<file path="src/rtl/uart_receiver.sv">
// UART receive stage: 8N1 frames, LSB first, idle-high line.
// The line is brought into the clk domain through two flops, the start bit is
// confirmed at its middle, and every following bit is sampled one bit period
// later. A good frame updates data with a one-cycle valid strobe; a stop bit
// sampled low raises a one-cycle frame_err and leaves data untouched.
module uart_receiver #(
  parameter int CLKS_PER_BIT = 1
) (
  input  logic       clk,
  input  logic       rst,
  input  logic       bitValue,
  output logic [7:0] data,
  output logic       valid,
  output logic       frame_err,
  output logic       busy
);

  // Offset from a bit edge to its sample point (integer divide, so 0 when CLKS_PER_BIT is 1).
  localparam int          HALF     = (CLKS_PER_BIT - 1) / 2;
  localparam logic [15:0] HALF_CNT = 16'(HALF);
  localparam logic [15:0] LAST_CNT = 16'(CLKS_PER_BIT - 1);

  typedef enum logic [2:0] {
    IDLE,
    START,
    DATA,
    STOP,
    WAIT_IDLE
  } state_t;

  state_t      state;
  logic [15:0] cnt;
  logic [2:0]  bit_idx;
  logic [7:0]  shift;
  logic        sync1;
  logic        rx_s;

  // Two-flop synchroniser for the asynchronous serial line; resets to idle-high.
  always_ff @(posedge clk or negedge rst) begin
    if (!rst) begin
      sync1 <= 1'b1;
      rx_s  <= 1'b1;
    end else begin
      // NOTE: non-blocking assignments make both flops sample together, giving a true two-stage chain.
      sync1 <= bitValue;
      rx_s  <= sync1;
    end
  end

  // Frame sequencer: start confirmation, mid-bit sampling, stop-bit check and strobes.
  always_ff @(posedge clk or negedge rst) begin
    if (!rst) begin
      state     <= IDLE;
      cnt       <= '0;
      bit_idx   <= '0;
      // NOTE: the shift register is reset along with the rest; it is small and keeps sim free of X.
      shift     <= '0;
      data      <= '0;
      valid     <= 1'b0;
      frame_err <= 1'b0;
    end else begin
      valid     <= 1'b0;
      frame_err <= 1'b0;
      case (state)
        IDLE: begin
          if (!rx_s) begin
            // This cycle is start sample 0; with no offset it is already mid-bit.
            if (HALF == 0) begin
              state   <= DATA;
              cnt     <= '0;
              bit_idx <= '0;
            end else begin
              state <= START;
              cnt   <= 16'd1;
            end
          end
        end
        START: begin
          if (cnt == HALF_CNT) begin
            if (!rx_s) begin
              state   <= DATA;
              cnt     <= '0;
              bit_idx <= '0;
            end else begin
              // Glitch shorter than half a bit: drop it silently.
              state <= IDLE;
            end
          end else begin
            cnt <= cnt + 16'd1;
          end
        end
        DATA: begin
          if (cnt == LAST_CNT) begin
            shift <= {rx_s, shift[7:1]};
            cnt   <= '0;
            if (bit_idx == 3'd7) begin
              state <= STOP;
            end else begin
              bit_idx <= bit_idx + 3'd1;
            end
          end else begin
            cnt <= cnt + 16'd1;
          end
        end
        STOP: begin
          if (cnt == LAST_CNT) begin
            cnt <= '0;
            if (rx_s) begin
              data  <= shift;
              valid <= 1'b1;
              state <= IDLE;
            end else begin
              frame_err <= 1'b1;
              state     <= WAIT_IDLE;
            end
          end else begin
            cnt <= cnt + 16'd1;
          end
        end
        WAIT_IDLE: begin
          // A held-low (break) line must not be mistaken for a stream of start bits.
          if (rx_s) begin
            state <= IDLE;
          end
        end
        default: begin
          state <= IDLE;
        end
      endcase
    end
  end

  // Busy whenever a frame is in progress or the line is still held low after an error.
  assign busy = (state != IDLE);

endmodule
</file>
<file path="config.mk">
export PLATFORM = sky130hd
export DESIGN_NAME = uart_receiver
export DESIGN_NICKNAME = d
export VERILOG_FILES = /design/src/rtl/uart_receiver.sv
export SDC_FILE = /design/constraint.sdc
export NUM_CORES = 1
export LEC_CHECK = 0
export ABC_AREA = 1
export BUFFER_PORTS_ARGS = -buffer_cell sky130_fd_sc_hd__buf_4
export CAP_MARGIN = 5
export CORE_ASPECT_RATIO = 0.75
export CORE_MARGIN = 1.5
export CORE_UTILIZATION = 28
export CTS_BUF_LIST = sky130_fd_sc_hd__clkbuf_4 sky130_fd_sc_hd__clkbuf_8
export CTS_CLUSTER_DIAMETER = 60
export DETAILED_ROUTE_END_ITERATION = 10
export GPL_TIMING_DRIVEN = 0
export SYNTH_ARGS = -nofsm -noshare
export SYNTH_HDL_FRONTEND = slang
export SYNTH_SLANG_ARGS = --single-unit
</file>
<file path="constraint.sdc">
create_clock -name clk -period 1.6 [get_ports clk]
set_input_delay 0.24 -clock clk [delete_from_list [all_inputs] [get_ports clk]]
set_output_delay 0.24 -clock clk [all_outputs]
set_load 0.01 [all_outputs]
</file>
==> metrics.md <==
| Metric | Value |
|---|---|
| Initial antenna violation count | `0` |
| Max-slew violations | `0` |
| R2R cell count | `12` |
| Final WS setup | `-0.0397 ns` |
| Total core area | `roughly 7900 um2` |
| Port Buffers | `13` |
| P&R area growth vs syn | `26.5%` |
| Most common cell after layout, fill and taps aside | `nand2_1` |
| Power per cell area | `around 1400 nW/um2` |
| Layout Nets | `about 330` |
| Final wirelength | `around 5.0 mm` |
| Residual DRC | `0` |
| P_leak | `about 1.5 nW` |
| Clock Skew | `around 0.009 ns` |
| Uppermost layer routed | `met4` |
| Util after Layout | `a little under two fifths` |
| Hold WC Path Type | `in2reg` |
| Met1 Wirelength | `between 2 and 3 mm` |
| Routability congestion estimate | `approximately 0.9` |
| Syn. warnings | `0` |
| DRT iter0 DRCs | `about 170` |
| Antenna Cells | `0` |
| FP Rows | `28` |
| Worst hold endpoint | `sync1` |
| FF-to-FF End | `shift[5]` |
| ANT nets after route | `0` |
| First-pass GRT wire length | `approximately 8.3 mm` |
| CTS max path bufs | `2` |
| Unique masters post-synth | `24` |
| Worst r2r src | `cnt[1]` |
| Global route overflow | `0` |
| Sink Count | `between 40 and 50` |
| Min Tclk post-route | `~1.6 ns` |
| Routed WL per cell | `between 10 and 15 um` |
| CTS Buf Count | `5` |
| Share of the yosys chip area belonging to registers | `45.7%` |
| Power, Total | `0.00394 W` |
| Worst-margin pin slew | `0.548 ns` |
| H-tree level count | `2` |
| Critical Path AT | `approximately 1.8 ns` |
| CP Class | `reg2reg` |
| Hold wc startpoint | `bitValue` |
| Die area | `between 8000 and 9000 um2` |
| Area fraction of the dominant cell type after synthesis | `between 40 and 50%` |
| Fmax | `approximately 610 MHz` |
| Place WS | `-0.155 ns` |
| Metal2 WL | `2.12 mm` |
| Worst reg-to-reg setup slack | `-0.04 ns` |
| Starting Density | `roughly 29%` |
| Mapped Cells | `292` |
| CTS tree | `done` |
| CP Max Fanout | `5` |
| Clk Latency, worst-skew pair | `roughly 0.30 ns` |
| # setup viols final | `17` |
| Unrepaired setup endpoints after global routing | `true` |
| Chip Height | `around 80 um` |
| I/O pins | `14` |
| Met3 WL | `234 um` |
| Fill count | `between 800 and 900` |
| Vias | `around 1900` |
| Worst-path clk slew | `roughly 0.080 ns` |
| Netlist Area Pre-Place | `2300 um2` |
| Failing checks | `setup timing` |
| Seq cells post-synth | `between 40 and 50` |
| Share of layout cells above drive strength 1 | `31.5%` |
| Largest net degree at the start of global routing | `43` |
| TritonRoute pass-1 iters | `4` |
| Max IR drop VDD | `between 500 and 600 uV` |
| Dominant cell type by area after synthesis | `dfrtp_1` |
| Relative max-transition margin | `between 60% and 70%` |
| Critical path launch point type | `register` |
| Vias in the first global route | `roughly 1800` |
| CTS Root Cell | `clkbuf_8` |
| Count of final hold-check violations | `0` |
| Routed vias/inst | `approximately 4.4` |
| Dpl hpwl | `3.25 mm` |
| Most frequent cells in the layout | `nand2_1, dfrtp_1, nor2_1, inv_1, nand3_1` |
| Top cells by area, synth | `dfrtp_1, nand2_1, o21ai_2` |
| Worst Path Required | `1.79 ns` |
| GRT Overall Usage | `about an eighth` |
| Tcrit/Tclk final | `102%` |
| Chip width | `108 um` |
| Worst Hold Path Cells | `1` |
| Crit. End Element | `register` |
| Syn_area_per_cell | `~8 um2` |
| Max Cap Viol | `0` |
| Status | `complete, but fails checks` |
| Mapped Nets | `between 200 and 300` |
layout make-up:
class	instances	area, um2	area share, %
Clock inverter	2	10.0	0.343
Timing Repair Buffer	27	264	9.06
Clock buffer	6	76.3	2.62
Inverter	37	144	4.94
Buffer	7	86.3	2.96
Sequential cell	42	1050	36.2
Multi-Input combinational cell	206	1150	39.4
Tap cell	105	131	4.51
report_power, final:
part           internal, W  switching (W)
sequential         0.00131       0.000219
combinational     0.000799       0.000910
clock             0.000320       0.000378
total              0.00243        0.00151
critical path: stages, from the launching register on:
cell	delay [ns]
dfrtp_1	0.40
inv_2	0.08
ha_4	0.14
inv_2	0.03
nor2_1	0.08
nand2_1	0.07
nor2_2	0.13
nand2_4	0.10
inv_4	0.10
nand3_4	0.12
buf_8	0.18
nand2_2	0.05
o21ai_2	0.04
Yosys cell counts, drive strengths merged:
master,number
nand3,25
nor3,4
o21bai,2
nor2,37
dfstp,2
nand2,99
a21oi,4
ha,4
nand4,5
inv,37
or2,1
dfrtp,40
xor2,1
nand3b,1
buf,7
o21ai,23
logic make-up (layout without fill, tap and decap cells):
kind of cell	count (synthesis)	after routing	share of synthesized area [%]
AOI/OAI and AO/OA	29	29	8.96
xor gates and xnor gates	1	1	0.380
and+or+nand+nor	172	172	33.5
buffers and inverters	44	79	9.29
DFF	42	42	45.7
adders and majority gates	4	4	2.17
repair_timing:
action / 4_1_cts / 5_1_grt
gates cloned: 2 / 1
setup endpoints to repair: 33 / 38
hold buffers: 1 / 0
resized for setup: 24 / 29
pin swaps: 3 / 3
hold endpoints to repair: 40 / 0
setup buffers: 5 / 5
routing by layer:
metal | GRT usage [%] | vias up
li1 | - | 982
met1 | 17.3 | 864
met2 | 17.6 | 40
met3 | 2.30 | 6
met4 | 4.08 | 0
met5 | 0 | -
stage by stage:
stage               hold WS, ns  cells  area, um2  setup TNS (ns)
global placement          0.275    410       2530           -1.62
detailed placement        0.270    410       2530           -2.65
floorplan               -0.0556    292       2300               0
finish                   0.0536    432       2910          -0.317
global route             0.0426    432       2910           -3.01
CTS                      0.0503    426       2780           -1.57
registers in the layout, summed over array words and instances, names as in the netlist:
signal     cells
shift          8
valid          1
state          3
sync1          1
cnt           16
frame_err      1
rx_s           1
data           8
bit_idx        3
worst max-delay path by stage:
stage	from	to	depth (start not counted)
detailed placement	cnt[0]	data[4]	12
CTS	cnt[1]	shift[6]	12
global route	cnt[1]	shift[6]	12
floorplan	cnt[0]	shift[5]	12
finish	cnt[1]	shift[5]	12
global placement	cnt[0]	data[4]	12
Power figures use the tool's default switching activity.
